==> src/rtl/serial_subtractor.sv <==
// rtl/serial_subtractor.sv - bit-serial W-bit subtractor (diff = a - b - bin), LSB first, start/done handshake.
// Optional signed-overflow output ovf when SERIAL_SUB_OVF_EN is defined.

module serial_subtractor #(
  parameter int W = 8
) (
  input  logic         clk,
  input  logic         rst_n,
  input  logic         start,
  input  logic [W-1:0] a,
  input  logic [W-1:0] b,
  input  logic         bin,
  output logic         ready,
  output logic         busy,
  output logic         done,
  output logic [W-1:0] diff,
  output logic         bout
`ifdef SERIAL_SUB_OVF_EN
  ,
  output logic         ovf
`endif
);

  localparam int CW = $clog2(W);

  typedef enum logic [1:0] {
    IDLE  = 2'd0,
    SHIFT = 2'd1,
    DONE  = 2'd2
  } state_t;

  state_t state, state_nxt;

  logic [W-1:0]  ra;
  logic [W-1:0]  rb;
  logic [W-1:0]  res;
  logic          br;
  logic [CW-1:0] cnt;

  logic          d;
  logic          br_nxt;
  logic          last;
  logic [W-1:0]  res_nxt;

  // Single full-subtractor cell operating on the current LSBs.
  assign d       = ra[0] ^ rb[0] ^ br;
  assign br_nxt  = (~ra[0] & rb[0]) | (~(ra[0] ^ rb[0]) & br);
  assign last    = (cnt == CW'(W - 1));
  assign res_nxt = {d, res[W-1:1]};

  always_ff @(posedge clk or negedge rst_n) begin
    if (!rst_n) begin
      state <= IDLE;
    end else begin
      state <= state_nxt;
    end
  end

  always_comb begin
    state_nxt = state;
    ready     = 1'b0;
    busy      = 1'b0;
    done      = 1'b0;
    case (state)
      IDLE: begin
        ready = 1'b1;
        if (start) begin
          state_nxt = SHIFT;
        end
      end
      SHIFT: begin
        busy = 1'b1;
        if (last) begin
          state_nxt = DONE;
        end
      end
      DONE: begin
        done      = 1'b1;
        state_nxt = IDLE;
      end
      default: begin
        state_nxt = IDLE;
      end
    endcase
  end

`ifdef SERIAL_SUB_OVF_EN
  logic a_msb;
  logic b_msb;

  always_ff @(posedge clk or negedge rst_n) begin
    if (!rst_n) begin
      a_msb <= 1'b0;
      b_msb <= 1'b0;
      ovf   <= 1'b0;
    end else begin
      if (state == IDLE && start) begin
        a_msb <= a[W-1];
        b_msb <= b[W-1];
      end
      // The final serial bit is the result MSB, so overflow resolves on the same edge as diff.
      if (state == SHIFT && last) begin
        ovf <= (a_msb ^ b_msb) & (d ^ a_msb);
      end
    end
  end
`endif

  always_ff @(posedge clk or negedge rst_n) begin
    if (!rst_n) begin
      ra   <= '0;
      rb   <= '0;
      res  <= '0;
      br   <= 1'b0;
      cnt  <= '0;
      diff <= '0;
      bout <= 1'b0;
    end else begin
      case (state)
        IDLE: begin
          if (start) begin
            ra  <= a;
            rb  <= b;
            br  <= bin;
            cnt <= '0;
            res <= '0;
          end
        end
        SHIFT: begin
          ra  <= {1'b0, ra[W-1:1]};
          rb  <= {1'b0, rb[W-1:1]};
          br  <= br_nxt;
          res <= res_nxt;
          // Hold the counter on the last bit so it never wraps.
          if (!last) begin
            cnt <= cnt + 1'b1;
          end else begin
            diff <= res_nxt;
            bout <= br_nxt;
          end
        end
        default: begin
        end
      endcase
    end
  end

endmodule

==> config.mk <==
export PLATFORM = sky130hd
export DESIGN_NAME = serial_subtractor
export DESIGN_NICKNAME = d
export VERILOG_FILES = /design/src/rtl/serial_subtractor.sv
export SDC_FILE = /design/constraint.sdc
export NUM_CORES = 1
export LEC_CHECK = 0
export CORE_AREA = 2 2 63 65
export DETAILED_ROUTE_END_ITERATION = 16
export DIE_AREA = 0 0 65 67
export GPL_ROUTABILITY_DRIVEN = 1
export HOLD_SLACK_MARGIN = 0.06
export PLACE_DENSITY = 0.85
export REMOVE_ABC_BUFFERS = 1
export SLEW_MARGIN = 20
export SYNTH_ARGS = -nofsm -noshare
export SYNTH_HDL_FRONTEND = slang
export SYNTH_SLANG_ARGS = --single-unit
export TNS_END_PERCENT = 100
==> constraint.sdc <==
create_clock -name clk -period 1.9 [get_ports clk]
set_input_delay 0.57 -clock clk [delete_from_list [all_inputs] [get_ports clk]]
set_output_delay 0.57 -clock clk [all_outputs]
set_load 0.01 [all_outputs]
==> results of run 1 <==
## repair_timing
item	in CTS	in global routing
pin swaps	0	0
hold endpoints to repair	0	0
buffers inserted	1	0
setup endpoints to repair	3	1
resized for setup	4	2
## cell type report
class,instances,area [um2],share of cell area [%]
clock buffer,5,68.8,2.96
clock inverter,3,40.0,1.72
multi-input combinational,99,795,34.2
inverter,6,25.0,1.08
timing repair buffer,40,383,16.5
sequential,38,952,41.0
tap,48,60.1,2.58
## routing by layer
metal  up-vias  global-route usage, %  routed length, um
met2        44                   33.2               1880
met3         4                   5.74                213
met1       666                   24.0               1600
met5         -                      0                  0
met4         0                   5.32                 20
li1        644                      -                  -
## how the worst max path moves through the flow
stage / from / end / depth (start not counted) / slack (ps)
floorplan: state[0] / busy / 2 / -40
finish: bout / bout / 1 / 130
detailed placement: start / cnt[1] / 4 / 20
CTS: state[1] / busy / 4 / 7
global placement: start / cnt[0] / 4 / 60
global route: diff[7] / diff[7] / 1 / 80
## power by group
group	leakage [nW]	switching (mW)	internal (mW)
sequential	0.468	0.290	1.17
combinational	0.508	0.694	0.819
clock	0.0579	0.281	0.386
## metrics by stage
step / cell area (um2) / instances / TNS, ps / setup WS (ps) / util, %
after global routing: 2320 / 239 / 0 / 76.2 / 64.4
after global placement: 2210 / 230 / 0 / 57.3 / 61.4
after CTS: 2330 / 239 / 0 / 7.20 / 64.5
final: 2320 / 239 / 0 / 131 / 64.4
after detailed placement: 2210 / 230 / 0 / 19.9 / 61.4
after floorplan: 1770 / 143 / -41.3 / -41.3 / -
## kinds of logic (layout without fill, tap and decap cells)
| logic type | Yosys count | in the layout | share of synthesized area, % |
|---|---|---|---|
| mux | 10 | 10 | 7.45 |
| fa+ha+maj | 3 | 3 | 2.44 |
| simple gates | 50 | 50 | 18.6 |
| flops | 38 | 38 | 51.5 |
| buf+inv | 17 | 54 | 5.55 |
| compound gates | 36 | 36 | 14.5 |
## state kept, by name, indices dropped and copies added, names as in the netlist
name	flops
bout	1
br	1
cnt	3
diff	8
ra	8
rb	8
res	7
state	2
## cell usage after synthesis
cell      number  area (um2)
dfrtp_1       38         951
nor3_1        18        90.1
nor3_2        15         150
o22ai_1       14        87.6
a22o_1        12         105
nor2_1         8        30.0
mux2_4         7         105
buf_2          5        25.0
buf_4          4        30.0
inv_1          4        15.0
o32ai_1        4        35.0
nand2_1        3        11.3
o21ai_1        3        15.0
buf_6          2        22.5
ha_1           2        25.0
mux2_1         2        22.5
nand2b_4       2        27.5
o21ai_0        2        10.0
a221oi_2       1        15.0
fa_1           1        20.0
inv_2          1        3.75
inv_4          1        6.26
mux2i_1        1        10.0
nand2_4        1        11.3
nand3b_2       1        11.3
nor2b_1        1        6.26
or2_1          1        6.26
==> results.sh, run 1 <==
export IMPL_outcome="complete, no violations"
export IMPL_skew_ps=7.43
export IMPL_nets=213
export IMPL_holdCritStartpoint="diff[0]"
export IMPL_nFillCells=298
export IMPL_crit_family="buffers and inverters"
export IMPL_vias_per_cell=5.68
export IMPL_hp_class="reg -> reg"
export IMPL_drive_above_1_share_pct=25.1
export IMPL_die_area_um2=4360
export IMPL_rsz0062_at_grt="false"
export IMPL_port_buffers=31
export IMPL_path_max_fanout=2
export IMPL_hpwl_mm=2.64
export IMPL_wl_per_cell_um=15.6
export IMPL_holdBufCountCts=0
export IMPL_worst_setup_path_type="reg -> out"
export IMPL_hold_violations=0
export IMPL_layout_common_cells="dfrtp_1 (37), clkdlybuf4s50_1 (28), nor3_1 (18)"
export IMPL_insertion_delay_ps=290
export IMPL_relSlewSlack_pct=74.5
export IMPL_worstReg2RegEnd="diff[0]"
export IMPL_power_density_nw_per_um2=1570
export IMPL_tritoncts="built"
export IMPL_cts_made_buffers=5
export IMPL_whs_ps=502
export IMPL_irDropWorstVdd_uv=768
export IMPL_slowest_stage="clkdlybuf4s50_1"
export IMPL_rr_worst_depth=4
export IMPL_mostFrequentLayoutCell="dfrtp_1"
export IMPL_cts_sinks=38
export IMPL_ios=32
export IMPL_drc=0
export IMPL_gp_congestion=0.827
export IMPL_reg2reg_slack_ps=200
export IMPL_syn_area_per_cell_um2=12.0
export IMPL_drt_iter0_markers=65
export IMPL_p_total_mw=3.64
export IMPL_synthDistinctLibCells=27
export IMPL_crit_buf_inv=1
export IMPL_grt_max_degree=39
export IMPL_setup_viol=0
export IMPL_die_height_um=67
export IMPL_overflow=0
export IMPL_slowest_delay_ps=540
export IMPL_row_count=22
export IMPL_num_vias=1358
export IMPL_ys_seq_area_share_pct=51.5
export IMPL_min_period_ps=1770
export IMPL_ant_nets=0
export IMPL_worst_ep_arrival_time_ps=1200
export IMPL_grt_pass1_vias=1411
export IMPL_start_util_pct=51.2
export IMPL_hold_depth=1
export IMPL_antenna_found_initial=0
export IMPL_p_leak_nw=1.03
export IMPL_netlist_area_um2=1850
export IMPL_diodes=0
export IMPL_clockBufferDepth=2
export IMPL_start_kind="flip-flop"
export IMPL_ys_warnings_count=0
export IMPL_dr_pass1_iters=4
export IMPL_cts_root_buf="clkbuf_8"
export IMPL_clk_pin_slew_ps=70
export IMPL_syn_to_final_growth_pct=25.7
export IMPL_hold_end="diff[0]"
export IMPL_rr_startpoint="state[1]"
export IMPL_grt_pass1_wl_mm=6.42
export IMPL_cts_max_level=2
export IMPL_cp_required_ps=1330
export IMPL_worst_pin_slew_ps=380
export IMPL_end_kind="output pin"
export IMPL_core_area_um2=3610
export IMPL_maxCapViolations=0
export IMPL_drv_slew=0
export IMPL_ys_ff_latch=38
export IMPL_max_freq_mhz=565
export IMPL_min_period_over_period_pct=93.1
export IMPL_fp_dieW_um=65
export IMPL_routed_wl_mm=3.72
export IMPL_grt_use_total_pct=19.5
export IMPL_path_cells="clkdlybuf4s50_1"
export IMPL_synthCells=154
Note: power is estimated with default switching activity, not from simulation.
==> inputs of run 2 (changes only) <==
--- a/config.mk
+++ b/config.mk
@@ -10,7 +10,7 @@
 export DIE_AREA = 0 0 65 67
 export GPL_ROUTABILITY_DRIVEN = 1
 export HOLD_SLACK_MARGIN = 0.06
-export PLACE_DENSITY = 0.85
+export PLACE_DENSITY_LB_ADDON = 0.3
 export REMOVE_ABC_BUFFERS = 1
 export SLEW_MARGIN = 20
 export SYNTH_ARGS = -nofsm -noshare
==> results.sh, run 2 (synthesis results as in run 1) <==
export IMPL_worst_setup_path_type="reg -> out"
export IMPL_nFillCells=277
export IMPL_dr_wl_met2_mm=1.91
export IMPL_antenna_found_initial=0
export IMPL_pwr_share_seq_pct=37.6
export IMPL_p_leak_nw=1.05
export IMPL_worstReg2RegEnd="diff[0]"
export IMPL_rsz0062_at_grt="false"
export IMPL_p_int_mw=2.57
export IMPL_outcome="complete, no violations"
export IMPL_grt_use_total_pct=19.6
export IMPL_insertion_delay_ps=290
export IMPL_diodes=0
export IMPL_routed_wl_mm=3.77
export IMPL_setup_viol=0
export IMPL_vias_per_cell=5.63
export IMPL_setup_ws_ps=95.8
export IMPL_rr_worst_depth=4
export IMPL_ios=32
export IMPL_num_vias=1351
export IMPL_layout_common_cells="dfrtp_1 (37), clkdlybuf4s50_1 (28), nor3_1 (18)"
export IMPL_fp_dieW_um=65
export IMPL_drt_iter0_markers=112
export IMPL_end_kind="output pin"
export IMPL_relSlewSlack_pct=74.0
export IMPL_path_max_fanout=3
export IMPL_reg_largest_list="diff: 8 flops, ra: 8 flops, rb: 8 flops"
export IMPL_wl_met1_mm=1.64
export IMPL_row_count=22
export IMPL_worst_pin_slew_ps=388
export IMPL_drc=0
export IMPL_grt_pass1_vias=1393
export IMPL_whs_ps=501
export IMPL_drive_above_1_share_pct=25.0
export IMPL_wl_met3_um=170
export IMPL_maxCapViolations=0
export IMPL_power_switching_mw=1.27
export IMPL_hold_violations=0
export IMPL_reg2reg_slack_ps=120
export IMPL_max_freq_mhz=554
export IMPL_pwr_share_comb_pct=40.3
export IMPL_setup_tns_ps=0
export IMPL_nets=214
export IMPL_start_util_pct=51.2
export IMPL_p_sw_share_pct=33.2
export IMPL_irDropWorstVdd_uv=734
export IMPL_grt_max_degree=39
export IMPL_place_inst=230
export IMPL_top_layer="met4"
export IMPL_core_area_um2=3610
export IMPL_overflow=0
export IMPL_power_density_nw_per_um2=1620
export IMPL_port_buffers=31
export IMPL_tritoncts="built"
export IMPL_die_area_um2=4360
export IMPL_hpwl_mm=2.59
export IMPL_gp_congestion=0.763
export IMPL_min_period_over_period_pct=95.0
export IMPL_hp_class="reg -> reg"
export IMPL_crit_path_start="state[0]"
export IMPL_mostFrequentLayoutCell="dfrtp_1"
export IMPL_start_kind="flip-flop"
export IMPL_dr_pass1_iters=4
export IMPL_cts_made_buffers=5
export IMPL_ant_nets=0
export IMPL_hold_depth=1
export IMPL_skew_ps=7.03
export IMPL_dp_slack_ps=1.10
export IMPL_syn_to_final_growth_pct=28.2
export IMPL_setup_worst_path_end="busy"
export IMPL_final_cells=240
export IMPL_worst_ep_arrival_time_ps=1230
export IMPL_final_core_util_pct=65.7
export IMPL_wl_per_cell_um=15.7
export IMPL_power_share_clock_pct=22.2
export IMPL_cts_max_level=2
export IMPL_drv_slew=0
export IMPL_holdBufCountCts=0
export IMPL_rr_startpoint="state[0]"
export IMPL_die_height_um=67
export IMPL_clockBufferDepth=2
export IMPL_grt_pass1_wl_mm=6.45
export IMPL_cp_required_ps=1330
export IMPL_clk_pin_slew_ps=80
export IMPL_cts_root_buf="clkbuf_8"
export IMPL_cts_sinks=38
export IMPL_min_period_ps=1800
==> run 2: cell types whose count changed in the layout (fill, tap and decap cells not counted), sizes merged <==
cell	before	now
buf	9	10
bufinv	1	2
clkinv	2	0
dlygate4sd2	2	3
==> run 2: what timing repair did <==
action,in CTS,in global routing
endpoints found under the setup margin,3,0
gates resized for setup,4,0
buffers inserted,2,0
==> run 2: per-layer routing <==
| layer | up-vias | global-route usage, % |
|---|---|---|
| met5 | - | 0 |
| met4 | 0 | 6.38 |
| met3 | 5 | 4.22 |
| met2 | 33 | 34.1 |
| met1 | 668 | 24.2 |
| li1 | 645 | - |
==> run 2: worst min path at each step <==
stage            start  endpoint  slack, ps
2_1_floorplan    rst_n      bout        270
6_report       diff[0]   diff[0]        500
5_1_grt        diff[0]   diff[0]        530
4_1_cts        diff[0]   diff[0]        510
3_3_place_gp   diff[0]   diff[0]        480
3_5_place_dp   diff[0]   diff[0]        490
==> run 2: power by group through the flow <==
stage	Clock, mW	Sequential (mW)	Combinational [mW]
global route	0.900	1.49	1.71
global placement	0	1.44	1.47
detailed placement	0	1.46	1.55
CTS	0.860	1.44	1.56
finish	0.851	1.44	1.55
floorplan	0	1.48	0.938
==> run 2: stage by stage <==
step	power (mW)	instance area [um2]
finish	3.84	2370
floorplan	2.42	1770
detailed placement	3.01	2210
global placement	2.91	2210
global route	4.10	2370
CTS	3.86	2370
==> run 2: worst max-delay path, stage by stage (launching register included) <==
cell and delay, ps:
dfrtp_1 410, buf_4 160, nand2b_4 70, inv_2 40, dlygate4sd2_1 270
==> run 2: final cells by class <==
type	count	area (um2)	area share, %
Sequential cell	38	952	40.2
Multi-Input combinational cell	99	795	33.5
Timing Repair Buffer	41	394	16.6
Clock buffer	6	82.6	3.49
Clock inverter	2	60.1	2.54
Tap cell	48	60.1	2.54
Inverter	6	25.0	1.06
